## src/rtl/serial_adder_defs.vh

```
// State encodings shared by the serial adder controller and anything that
// inspects its state (debug port, bench).
`ifndef SERIAL_ADDER_DEFS_VH
`define SERIAL_ADDER_DEFS_VH
`define SA_STATE_IDLE  2'd0
`define SA_STATE_SHIFT 2'd1
`define SA_STATE_DONE  2'd2
`endif

```

## src/rtl/serial_adder_ctrl_pkg.sv

```systemverilog
// Types for the bit-serial adder controller; state values come from
// serial_adder_defs.vh so every consumer agrees on the encoding.
package serial_adder_ctrl_pkg;
`include "serial_adder_defs.vh"

  typedef enum logic [1:0] {
    ST_IDLE  = `SA_STATE_IDLE,
    ST_SHIFT = `SA_STATE_SHIFT,
    ST_DONE  = `SA_STATE_DONE
  } state_t;

endpackage

```

## src/rtl/serial_adder_ctrl_fa.sv

```systemverilog
// One-bit full-adder cell: purely combinational, holds no state.
module serial_adder_ctrl_fa (
  input  logic a,
  input  logic b,
  input  logic ci,
  output logic s,
  output logic co
);

  assign s  = a ^ b ^ ci;
  assign co = (a & b) | (ci & (a ^ b));

endmodule

```

## src/rtl/serial_adder_ctrl.sv

```systemverilog
// Bit-serial adder sequencer around one full-adder cell, LSB first.
// Optional subtract mode (Sub input, Ovf output) under SERIAL_ADDER_SUB_EN.
module serial_adder_ctrl
  import serial_adder_ctrl_pkg::*;
#(
  parameter int WIDTH = 8
) (
  input  logic             clk,
  input  logic             reset,
  input  logic             start,
  input  logic [WIDTH-1:0] A,
  input  logic [WIDTH-1:0] B,
  input  logic             Cin,
`ifdef SERIAL_ADDER_SUB_EN
  input  logic             Sub,
  output logic             Ovf,
`endif
  output logic             busy,
  output logic             done,
  output logic [WIDTH-1:0] Sum,
  output logic             Cout,
  output logic [1:0]       dbg_state
);

  localparam int CNT_W = $clog2(WIDTH);

  // Handshake: start is accepted only in IDLE or DONE; an accepted start
  // captures A/B/Cin that edge, busy stays high for WIDTH cycles, then done
  // pulses for exactly one cycle with Sum/Cout valid until the next accept.
  state_t           state_q, state_d;
  logic [WIDTH-1:0] a_q, b_q, res_q;
  logic             carry_q;
  logic [CNT_W-1:0] cnt_q;
  logic             cell_s, cell_c;
  logic             accept, last_bit, sub_sel;

`ifdef SERIAL_ADDER_SUB_EN
  assign sub_sel = Sub;
`else
  assign sub_sel = 1'b0;
`endif

  assign accept    = start && ((state_q == ST_IDLE) || (state_q == ST_DONE));
  assign last_bit  = (cnt_q == CNT_W'(WIDTH - 1));
  assign dbg_state = state_q;

  serial_adder_ctrl_fa u_fa (
    .a  (a_q[0]),
    .b  (b_q[0]),
    .ci (carry_q),
    .s  (cell_s),
    .co (cell_c)
  );

  always_ff @(posedge clk) begin
    if (reset) state_q <= ST_IDLE;
    else       state_q <= state_d;
  end

  always_comb begin
    state_d = state_q;
    case (state_q)
      ST_IDLE:  if (start) state_d = ST_SHIFT;
      ST_SHIFT: if (last_bit) state_d = ST_DONE;
      ST_DONE:  state_d = start ? ST_SHIFT : ST_IDLE;
      default:  state_d = ST_IDLE;
    endcase
  end

  always_comb begin
    busy = 1'b0;
    done = 1'b0;
    case (state_q)
      ST_SHIFT: busy = 1'b1;
      ST_DONE:  done = 1'b1;
      default:  ;
    endcase
  end

  // Subtract is A + ~B + 1: invert B on capture and seed the carry with 1.
  always_ff @(posedge clk) begin
    if (reset) begin
      a_q     <= '0;
      b_q     <= '0;
      res_q   <= '0;
      carry_q <= 1'b0;
      cnt_q   <= '0;
    end else if (accept) begin
      a_q     <= A;
      b_q     <= sub_sel ? ~B : B;
      res_q   <= '0;
      carry_q <= sub_sel ? 1'b1 : Cin;
      cnt_q   <= '0;
    end else if (state_q == ST_SHIFT) begin
      a_q     <= a_q >> 1;
      b_q     <= b_q >> 1;
      res_q   <= {cell_s, res_q[WIDTH-1:1]};
      carry_q <= cell_c;
      cnt_q   <= last_bit ? '0 : cnt_q + CNT_W'(1);
    end
  end

  // Result outputs load only on the final bit so they never show partial sums.
  always_ff @(posedge clk) begin
    if (reset) begin
      Sum  <= '0;
      Cout <= 1'b0;
    end else if ((state_q == ST_SHIFT) && last_bit) begin
      Sum  <= {cell_s, res_q[WIDTH-1:1]};
      Cout <= cell_c;
    end
  end

`ifdef SERIAL_ADDER_SUB_EN
  // Signed overflow: carry into the MSB (carry_q on the last bit) vs carry out.
  always_ff @(posedge clk) begin
    if (reset)                                 Ovf <= 1'b0;
    else if ((state_q == ST_SHIFT) && last_bit) Ovf <= carry_q ^ cell_c;
  end
`endif

endmodule

```

## config.mk

```make
export PLATFORM = sky130hd
export DESIGN_NAME = serial_adder_ctrl
export DESIGN_NICKNAME = d
export VERILOG_FILES = /design/src/rtl/serial_adder_ctrl_pkg.sv /design/src/rtl/serial_adder_ctrl_fa.sv /design/src/rtl/serial_adder_ctrl.sv
export VERILOG_INCLUDE_DIRS = /design/src /design/src/rtl
export SDC_FILE = /design/constraint.sdc
export NUM_CORES = 1
export LEC_CHECK = 0
export CAP_MARGIN = 20
export CORE_MARGIN = 1.5
export CORE_UTILIZATION = 44
export CTS_CLUSTER_SIZE = 30
export DETAILED_ROUTE_END_ITERATION = 7
export PLACE_DENSITY_LB_ADDON = 0.05
export RECOVER_POWER = 100
export SLEW_MARGIN = 20
export SYNTH_ARGS = -nofsm -noshare
export SYNTH_HDL_FRONTEND = slang
export SYNTH_HIERARCHICAL = 1
export SYNTH_SLANG_ARGS = --single-unit
```

## constraint.sdc

```tcl
create_clock -name clk -period 1.2 [get_ports clk]
set_input_delay 0.12 -clock clk [delete_from_list [all_inputs] [get_ports clk]]
set_output_delay 0.12 -clock clk [all_outputs]
set_load 0.01 [all_outputs]
```

==> results.tsv <==
metric	value	unit
maxcap violations	0	
outcome	finished with violations	
sw frac	0.235	
Synthesis Warnings	6	
post-route core utilization	0.716	
Critical Path AT	1500	ps
hold_buf cts	0	
Max clock buf depth	2	
WL final	3670	um
Routed Antenna Nets	0	
vias in the first global route	1287	
total track usage	0.218	
NumNets Final	241	
CTS tree	yes	
Iteration-0 DRC Markers	66	
DP HPWL	2320	um
Max-slew headroom	0.778	
critical path peak fanout	4	
commonest register cell after synthesis	dfxtp_1	
Die Wd	61.2	um
Final Instance Area	0.00224	sq mm
largest net degree at the start of global routing	29	
first-pass GRT wire length	5950	um
CP Buf/Inv Count	0	
unrepaired setup endpoints after global routing	true	
Data required, critical path	1500	ps
Hold Path Class	input port to register	
FMAX	829	MHz
post-synth top area cell	dfxtp_1	
post-synthesis net count	199	
asr flop ratio synth	0	
P_sw	0.000699	W
Critical Path Start Type	register	
Int Power	0.00228	W
skew final	11.8	ps
VDD IR max	0.615	mV
Comb pwr share	0.158	
crit end category	register	
ranking of synthesized cells by area	dfxtp_1 (51%), nand2_1 (9.6%), a21oi_1 (7.1%), nor3_1 (6.0%), nand3_1 (3.7%)	
Setup TNS	-6.26	ps
Yosys reg bits	38	
top cell type's share of synthesized area	0.510	
commonest non-fill, non-tap cell in the layout	nand2_1	
Cell Pwr Density	1330	mW/mm^2
Lkg Pwr	0.855	nW
Least-Margin Pin Slew	333	ps
filler instances	265	
clk sinks	38	
Residual DRC	0	
Post-synth EDFFs	0	
Seq/Total Area, Yosys	0.510	
Crit Path Class	register to register	
Mapped Area	0.00149	sq mm
die height	61.2	um
root buffer cell	clkbuf_4	
Area Overhead vs Synth	50.2	%
CTS Buf Count	5	
footprint of the multi-input gates	792	sq um
sequential cell area	769	sq um
ratio of cells with drive above 1 in the final layout	0.269	
Period minus WS final	1210	ps
synthesized area per cell	8.47	sq um
total grt overflow	0	
CP max stage delay	360	ps
family with the most delay on the worst path	flip-flops	
Slew Limit Fails	0	
drt pass-1 iters	4	
GP Congestion	0.727	
fin crit share	1.00	
Setup WS pre-CTS	-122	ps
Clk Latency, worst-skew pair	350	ps
setup slack after layout	-5.89	ps
IO Port Bufs	32	
final hold vios	0	
crit path cell chain	ha_4 > ha_4 > or3_1 > a21oi_2	
Top-Level Pins	33	
die area	0.00374	sq mm
Netlist cell types	22	
Initial Utilization	0.476	
initial antenna violation count	0	
WL/cell	14.0	um
Via Count	1404	
CP max stage cell	dfxtp_2	
Seq pwr share	0.459	
failing checks	negative setup slack	
Synth Instances	176	
DR vias/cell	5.34	
Clk network pwr share	0.383	
final setup vio count	2	
area of placed instances	0.00194	sq mm
core area	0.00313	sq mm
# rows	20	
Critical Path Most Common Cell	ha_4	
most frequent cells in the layout	nand2_1 (37), dfxtp_1 (33), a21oi_1 (19), clkdlybuf4s50_1 (19), nor3_1 (13)	
CTS clock-pin slew for the worst setup and hold paths	120	ps
Antenna diodes	0	
H-tree depth	2	
[worst register-to-register path, cell delays in order, from the launching register on]
cell	delay [ps]
dfxtp_2	360
ha_4	160
ha_4	170
or3_1	360
a21oi_2	110
[cell families (layout without fill, tap and decap cells)]
logic type / count (synthesis) / in the layout / synth area share
DFF: 38 / 38 / 0.510
and+or+nand+nor: 81 / 81 / 0.241
AOI/OAI and AO/OA: 37 / 37 / 0.149
muxes: 2 / 2 / 0.0134
adders and majority gates: 3 / 3 / 0.0302
buffers and inverters: 15 / 58 / 0.0563
[sequential cells by signal, summed over array words and instances (netlist names)]
register	count
Sum	8
a_q	8
b_q	8
res_q	7
cnt_q	3
dbg_state	2
Cout	1
carry_q	1
[worst paths after layout]
kind,startpoint,endpoint,slack [ps],cells past startpoint
max reg2reg,cnt_q[0],cnt_q[0],-6,4
min,A[5],a_q[5],360,3
max,cnt_q[0],cnt_q[0],-6,4
min reg2reg,Sum[3],Sum[3],460,2
[synthesized netlist by cell type (3+ instances only)]
cell and number:
nor3_1 18, clkbuf_1 3, nand3_1 11, buf_2 5
a311oi_1 5, o22ai_1 8, nor2_1 7, a21oi_1 21
nand2b_1 3, dfxtp_1 38, nand2_1 38, buf_4 5
[area by class of cell]
cell class              instances  area share
multi-input cells             123       0.354
clock inverters                 2      0.0268
inverters                       1     0.00279
flip-flops and latches         38       0.344
well taps                      44      0.0246
repair buffers                 49       0.225
clock buffers                   6      0.0229
[power by group through the flow]
| stage | Clock [W] | Sequential, W | Combinational (W) |
|---|---|---|---|
| after floorplan | 0 | 0.00138 | 0.000213 |
| after global placement | 0 | 0.00138 | 0.000359 |
| after detailed placement | 0 | 0.00139 | 0.000369 |
| after CTS | 0.00116 | 0.00136 | 0.000409 |
| after global routing | 0.00121 | 0.00138 | 0.000509 |
| final | 0.00114 | 0.00137 | 0.000470 |
[per-stage QoR]
step	total power, W	hold slack (ps)	instances
floorplan	0.00159	301	176
CTS	0.00292	349	262
global route	0.00310	373	263
detailed placement	0.00175	445	252
global placement	0.00174	440	252
finish	0.00298	364	263
[timing repair]
action,in CTS,in global routing
endpoints found under the setup margin,38,28
buffers inserted,1,0
gates cloned,1,1
resized for setup,39,28
pin swaps,2,8
[layer usage]
metal  vias to the layer above  global-route usage  routed length, um
li1                        703                   -                  -
met1                       665               0.276               1660
met2                        29               0.356               1820
met3                         7              0.0567                134
met4                         0              0.0839                 60
met5                         -                   0                  0
Power figures use the tool's default switching activity.
